File: config.mk
export PLATFORM = sky130hd
export DESIGN_NAME = ps2_host_tx
export DESIGN_NICKNAME = d
export VERILOG_FILES = /design/src/rtl/ps2_host_tx.sv
export SDC_FILE = /design/constraint.sdc
export NUM_CORES = 1
export LEC_CHECK = 0
export CORE_AREA = 2 2 85 87
export DETAILED_ROUTE_END_ITERATION = 10
export DIE_AREA = 0 0 87 89
export MAX_ROUTING_LAYER = met4
export SLEW_MARGIN = 40
export SYNTH_ARGS = -nofsm -noshare
export SYNTH_HDL_FRONTEND = slang
export SYNTH_SLANG_ARGS = --single-unit
File: constraint.sdc
create_clock -name clk -period 1.59 [get_ports clk]
set_input_delay 0.159 -clock clk [delete_from_list [all_inputs] [get_ports clk]]
set_output_delay 0.159 -clock clk [all_outputs]
set_load 0.03 [all_outputs]
File: src/rtl/ps2_host_tx.sv
// PS/2 host-to-device transmitter: clock inhibit, start bit, 8 data bits LSB first, odd parity, stop, device ACK.
// Define PS2_HOST_TX_TIMEOUT_EN to add a frame watchdog that aborts a stalled frame with tx_error.
module ps2_host_tx #(
  parameter int unsigned INHIBIT_CYCLES = 4000,
  parameter int unsigned TIMEOUT_CYCLES = 600000
) (
  input  logic       clk,
  input  logic       rst,
  input  logic [7:0] tx_data,
  input  logic       tx_valid,
  output logic       tx_ready,
  input  logic       ps2_clk_in,
  input  logic       ps2_data_in,
  output logic       ps2_clk_oe,
  output logic       ps2_data_oe,
  output logic       busy,
  output logic       tx_done,
  output logic       tx_error
);

  // Handshake: a byte is taken on any cycle with tx_valid=1 and tx_ready=1; tx_valid while
  // tx_ready=0 has no effect, and tx_ready stays low until the frame ends (done, error or reset).

  typedef enum logic [2:0] {IDLE, INHIBIT, SEND, ACK, RELEASE} state_t;

  localparam int IW = $clog2(INHIBIT_CYCLES + 1);
  localparam logic [IW-1:0] INH_LAST  = IW'(INHIBIT_CYCLES - 1);
  localparam logic [IW-1:0] INH_START = IW'(INHIBIT_CYCLES - 2);

  state_t        state;
  logic [7:0]    shift_data;
  logic          parity;
  logic [3:0]    bit_cnt;
  logic [IW-1:0] inh_cnt;
  logic          nack;

  logic clk_s1, clk_s2, clk_prev;
  logic data_s1, data_s2;
  logic clk_fall;

  always_ff @(posedge clk) begin
    if (rst) begin
      clk_s1   <= 1'b1;
      clk_s2   <= 1'b1;
      clk_prev <= 1'b1;
      data_s1  <= 1'b1;
      data_s2  <= 1'b1;
    end else begin
      clk_s1   <= ps2_clk_in;
      clk_s2   <= clk_s1;
      clk_prev <= clk_s2;
      data_s1  <= ps2_data_in;
      data_s2  <= data_s1;
    end
  end

  assign clk_fall = clk_prev & ~clk_s2;

`ifdef PS2_HOST_TX_TIMEOUT_EN
  localparam logic [19:0] WD_LAST = 20'(TIMEOUT_CYCLES - 1);
  logic [19:0] wd;
`else
  logic unused_timeout;
  assign unused_timeout = (TIMEOUT_CYCLES == 0);
`endif

  always_ff @(posedge clk) begin
    if (rst) begin
      state       <= IDLE;
      tx_ready    <= 1'b1;
      busy        <= 1'b0;
      ps2_clk_oe  <= 1'b0;
      ps2_data_oe <= 1'b0;
      tx_done     <= 1'b0;
      tx_error    <= 1'b0;
      shift_data  <= '0;
      parity      <= 1'b0;
      bit_cnt     <= '0;
      inh_cnt     <= '0;
      nack        <= 1'b0;
`ifdef PS2_HOST_TX_TIMEOUT_EN
      wd          <= '0;
`endif
    end else begin
      tx_done  <= 1'b0;
      tx_error <= 1'b0;
      case (state)
        IDLE: begin
          if (tx_valid) begin
            shift_data <= tx_data;
            parity     <= ~^tx_data;
            inh_cnt    <= '0;
            tx_ready   <= 1'b0;
            busy       <= 1'b1;
            ps2_clk_oe <= 1'b1;
            if (INHIBIT_CYCLES < 2) ps2_data_oe <= 1'b1;
            state      <= INHIBIT;
          end
        end
        INHIBIT: begin
          inh_cnt <= inh_cnt + 1'b1;
          // Start bit goes low one cycle before the clock is released.
          if (inh_cnt == INH_START) ps2_data_oe <= 1'b1;
          if (inh_cnt == INH_LAST) begin
            ps2_clk_oe  <= 1'b0;
            ps2_data_oe <= 1'b1;
            bit_cnt     <= '0;
            inh_cnt     <= '0;
`ifdef PS2_HOST_TX_TIMEOUT_EN
            wd          <= '0;
`endif
            state       <= SEND;
          end
        end
        SEND: begin
          if (clk_fall) begin
            bit_cnt <= bit_cnt + 1'b1;
            if (bit_cnt < 4'd8) begin
              ps2_data_oe <= ~shift_data[bit_cnt[2:0]];
            end else if (bit_cnt == 4'd8) begin
              ps2_data_oe <= ~parity;
            end else begin
              ps2_data_oe <= 1'b0;
              state       <= ACK;
            end
          end
        end
        ACK: begin
          if (clk_fall) begin
            nack  <= data_s2;
            state <= RELEASE;
          end
        end
        RELEASE: begin
          if (clk_s2 && data_s2) begin
            tx_done  <= ~nack;
            tx_error <= nack;
            tx_ready <= 1'b1;
            busy     <= 1'b0;
            state    <= IDLE;
          end
        end
        default: begin
          state       <= IDLE;
          tx_ready    <= 1'b1;
          busy        <= 1'b0;
          ps2_clk_oe  <= 1'b0;
          ps2_data_oe <= 1'b0;
        end
      endcase

`ifdef PS2_HOST_TX_TIMEOUT_EN
      // Watchdog overrides whatever the frame logic decided this cycle.
      if (state == SEND || state == ACK || state == RELEASE) begin
        if (wd == WD_LAST) begin
          state       <= IDLE;
          tx_ready    <= 1'b1;
          busy        <= 1'b0;
          ps2_clk_oe  <= 1'b0;
          ps2_data_oe <= 1'b0;
          tx_done     <= 1'b0;
          tx_error    <= 1'b1;
        end else begin
          wd <= wd + 1'b1;
        end
      end
`endif
    end
  end

endmodule

# Yosys cells after proc, flatten, opt, wreduce, memory -nomap -nowiden
# Index checks and enable logic that the tools add are counted.
[op_classes]
n_lt_le_gt_ge = 2
n_bitwise = 10
n_eq_ne = 15
add_sub_neg = 2
muxes = 30
reduce_logical = 17
[ops]
columns = ["cell", "n"]
rows = [
  ["12-bit equality test, second input constant", 2],
  ["12-bit two-way mux", 2],
  ["12-bit one-hot mux with 2 select lines", 1],
  ["3-bit two-way mux", 7],
  ["3-bit one-hot mux with 5 select lines", 1],
  ["2-bit != test, second input constant", 7],
  ["12-bit by 1-bit adder with 12-bit output, second input constant", 1],
  ["1-bit one-hot mux with 3 select lines", 4],
  ["3-bit AND reduction", 4],
  ["3-bit OR reduction", 4],
  ["1-bit two-way mux", 11],
  ["1-bit inverter", 9],
  ["4-bit two-way mux", 2],
  ["4-bit one-hot mux with 2 select lines", 1],
  ["8-bit XNOR reduction", 1],
  ["7-bit AND reduction", 1],
  ["3-bit by 2-bit equality test with 1-bit output, second input constant", 2],
  ["2-bit AND reduction", 3],
  ["4-bit by 1-bit adder with 4-bit output, second input constant", 1],
  ["4-bit equality test, second input constant", 1],
  ["3-bit by 4-bit less-than comparator with 1-bit output, second input constant", 1],
  ["4-bit less-than comparator, second input constant", 1],
  ["2-bit nonzero test", 2],
  ["1-bit binary-select mux with 3-bit select", 1],
  ["6 further kinds", 6],
]
[word_totals]
out_inout_bits = 6
regBits = 40
elab_cells = 93

# Longest topological paths before layout
[depth]
ltp_word = 6
mapped_depth = 6
mapped_depth_nobuf = 6

# Worst setup path before layout
# Ideal clock, no wire load.
[synth_timing]
path_type = "register -> register"
from = "register inh_cnt[0]"
to = "register state[0]"
stages_incl_launch_ff = 6
path_buffers = 0
synth_period_minus_slack_ns = 1.613
arrival_ns = 1.495
setup_slack_ns = -0.023
path_cell_list = "dfxtp_1 ha_1 nand3_1 o31ai_2 o211ai_1 a32o_1"
[synth_via]
elab_chain_len = 3
[synth_lines]
columns = ["element", "line_no", "text"]
rows = [
  ["start: declaration", "34", "logic [IW-1:0] inh_cnt;"],
  ["start signal: assignment", "101", "inh_cnt <= inh_cnt + 1'b1;"],
  ["12-bit equality test", "104", "if (inh_cnt == INH_LAST) begin"],
  ["2-bit != test (no source line)", "--", ""],
  ["7-bit AND reduction (no source line)", "--", ""],
  ["end signal: assignment", "97", "state <= INHIBIT;"],
  ["end signal: assignment", "112", "state <= SEND;"],
  ["end signal: assignment", "124", "state <= ACK;"],
  ["end: declaration", "30", "state_t state;"],
]
# No other way between the ends.
# A chain may end at the register's enable or synchronous reset.

# Worst setup path in the final report
# Same ends and word-level chain as after synthesis.

==> flow_metrics.env <==
export IMPL_status="finished clean"
export IMPL_grt_pass1_wl_mm=7.61
export IMPL_synthesis_area_um2=1990
export IMPL_max_freq_mhz=655
export IMPL_ys_types=49
export IMPL_p_comb_share_pct=19.3
export IMPL_netlist_top_cell_by_area="dfxtp_1"
export IMPL_gp_congestion=0.827
export IMPL_setup_viol=0
export IMPL_max_cap_viol_count=0
export IMPL_hpwl_mm=3.25
export IMPL_hold_worst_slack_ns=0.413
export IMPL_holdCritPathClass="reg -> reg"
export IMPL_finalHoldViolCount=0
export IMPL_synthCells=229
export IMPL_cp_end_kind="register"
export IMPL_yosysSeqAreaShare_pct=40.3
export IMPL_clockRootBuffer="clkbuf_8"
export IMPL_synthToLayoutAreaGrowth_pct=32.7
export IMPL_die_w_um=87
export IMPL_synth_fp_nets=246
export IMPL_crit_slowest_cell="dfxtp_2"
export IMPL_grt_pass1_vias=1674
export IMPL_final_antenna_net_count=0
export IMPL_clock_sink_count=40
export IMPL_fp_row_count=30
export IMPL_seq_power_share_pct=44.6
export IMPL_timing_slew_headroom_pct=76.7
export IMPL_ioPinCount=19
export IMPL_vias=1766
export IMPL_initial_core_util_pct=29.6
export IMPL_cpPeakStageDelay_ns=0.37
export IMPL_yosys_top_cells_area="dfxtp_1 (40%), a21oi_1 (5.5%), nand2_1 (4.5%)"
export IMPL_path_clk_slew_ns=0.08
export IMPL_grt_antenna_before_repair=0
export IMPL_power_leakage_nw=0.933
export IMPL_final_common_cell="dfxtp_1"
export IMPL_clock_latency_ns=0.29
export IMPL_io_buffers=18
export IMPL_synth_seq_cells=40
export IMPL_netlist_area_leader_share_pct=40.3
export IMPL_switchingPower_mw=0.631
export IMPL_drive_gt1_share_pct=25.3
export IMPL_grt_usage_pct=12.8
export IMPL_overflow=0
export IMPL_critical_path_startpoint_type="register"
export IMPL_drc=0
export IMPL_wl_per_cell_um=12.6
export IMPL_yosys_warnings=0
export IMPL_layout_nets=285
export IMPL_fin_crit_ns=1.53
export IMPL_cts_buffers=5
export IMPL_path_class="reg -> reg"
export IMPL_fin_worst_skew_ns=0.00690
export IMPL_holdBufCountCts=0
export IMPL_path_cells="ha_4, nand3_4, o31ai_4, buf_4, o211ai_1, a32o_1"
export IMPL_tns_ns=0
export IMPL_die_y_um=89
export IMPL_maxSlewViolCount=0
export IMPL_switching_share_pct=26.0
export IMPL_drtIter0Drc=93
export IMPL_ys_async_sr_fraction_pct=0
export IMPL_dr_pass1_iters=4
export IMPL_grt_max_degree=24
export IMPL_finalCritPeriodShare_pct=96.1
export IMPL_h_tree_depth=2
export IMPL_cp_max_fo=3
export IMPL_avgViaCountPerCell=5.06
export IMPL_fin_util_pct=39.2
export IMPL_fp_dieArea_um2=7740
export IMPL_final_cell_mix="dfxtp_1 (27), nand2_1 (24), buf_4 (24)"
export IMPL_n_antenna_cell=0
export IMPL_arrival_ns=1.71
export IMPL_syn_area_per_cell_um2=8.67
export IMPL_yosys_most_used_dff="dfxtp_1"
export IMPL_pwr_share_clk_pct=36.1
export IMPL_worst_pin_slew_ns=0.347
export IMPL_cp_data_required_time_ns=1.77
export IMPL_intPower_mw=1.80
export IMPL_ir_drop_uv=358
export IMPL_cts_tree="built"
export IMPL_core_area_um2=6720
export IMPL_synth_edff_count=0
export IMPL_drt_total_wl_mm=4.40
export IMPL_power_density_nw_per_um2=923
export IMPL_ctsLongestPathBuffers=2
critical path: cells and delay by family, from the launching register on:
kind,cells,cell delay (ns)
adder cells (fa/ha/maj),1,0.16
buffers and inverters,1,0.17
AO/OA/AOI/OAI,3,0.63
AND/OR/NAND/NOR,1,0.09
flip-flops,1,0.37
cells in the mapped netlist (3+ instances only):
| cell | instances |
|---|---|
| dfxtp_1 | 40 |
| nand2_1 | 24 |
| a21oi_1 | 22 |
| nand3_1 | 16 |
| nor2_1 | 13 |
| o21ai_0 | 9 |
| clkbuf_1 | 7 |
| inv_1 | 7 |
| nor3_1 | 6 |
| or2_2 | 6 |
| xnor2_1 | 6 |
| a31oi_1 | 5 |
| o211ai_1 | 5 |
| or3_1 | 5 |
| and3_1 | 4 |
| ha_1 | 4 |
| nand2b_1 | 4 |
| mux2i_1 | 3 |
| o31ai_1 | 3 |
| xor2_1 | 3 |
per-stage QoR:
| stage | area [um2] | total power [mW] | setup slack [ns] | instances |
|---|---|---|---|---|
| global placement | 2410 | 1.56 | -0.0672 | 340 |
| global route | 2640 | 2.57 | -0.00500 | 349 |
| finish | 2640 | 2.43 | 0.0628 | 349 |
| floorplan | 1990 | 1.37 | -0.0100 | 229 |
| detailed placement | 2410 | 1.57 | -0.0774 | 340 |
| CTS | 2550 | 2.46 | 0.00611 | 348 |
timing repair:
| item | in CTS | in global routing |
|---|---|---|
| resized for setup | 2 | 23 |
| pin swaps | 2 | 8 |
| endpoints found under the setup margin | 2 | 12 |
| setup buffers | 0 | 1 |
| hold endpoints to repair | 0 | 0 |
registers in the layout, summed over array words and instances, names as in the netlist:
name,cells
inh_cnt,12
shift_data,8
bit_cnt,4
state,3
busy,1
clk_prev,1
clk_s1,1
clk_s2,1
data_s1,1
data_s2,1
nack,1
parity,1
ps2_clk_oe,1
ps2_data_oe,1
tx_done,1
tx_error,1
tx_ready,1
final timing paths:
| path | from | endpoint | slack, ns | cells after the start |
|---|---|---|---|---|
| setup / recovery | inh_cnt[0]$_SDFFE_PP0P_ | state[0]$_SDFFE_PP0P_ | 0.06 | 6 |
| hold / removal | data_s1$_SDFF_PP1_ | data_s2$_SDFF_PP1_ | 0.41 | 1 |
| setup reg to reg | inh_cnt[0]$_SDFFE_PP0P_ | state[0]$_SDFFE_PP0P_ | 0.06 | 6 |
| hold reg to reg | data_s1$_SDFF_PP1_ | data_s2$_SDFF_PP1_ | 0.41 | 1 |
metal layers:
layer	vias to the layer above	GRT usage (%)	part of all wire (%)
met3	2	2.59	3.0
li1	909	-	-
met5	-	-	0
met4	0	4.97	0.66
met2	26	20.4	48
met1	829	15.9	48
logic make-up (layout without fill, tap and decap cells):
logic type,Yosys count,count (layout),synth area share (%)
AO/OA/AOI/OAI,55,55,17.5
XOR/XNOR,9,9,3.97
adder cells (fa/ha/maj),4,4,2.52
buffers and inverters,18,58,4.10
flip-flops,40,40,40.3
multiplexers,6,6,4.35
AND/OR/NAND/NOR,97,97,27.3
cell type report:
cell class | count | area, um2
clock inverters | 2 | 38.8
flip-flops and latches | 40 | 817
inverters | 7 | 26.3
well taps | 80 | 100
clock buffers | 6 | 82.6
multi-input cells | 171 | 1190
repair buffers | 43 | 380
fillers | 651 | 4080
power by group through the flow:
stage	logic (mW)	clock network, mW	registers, mW
floorplan	0.248	0	1.12
global placement	0.459	0	1.10
detailed placement	0.464	0	1.10
CTS	0.465	0.913	1.08
global route	0.515	0.961	1.09
finish	0.469	0.878	1.08
Note: power is estimated with default switching activity, not from simulation.
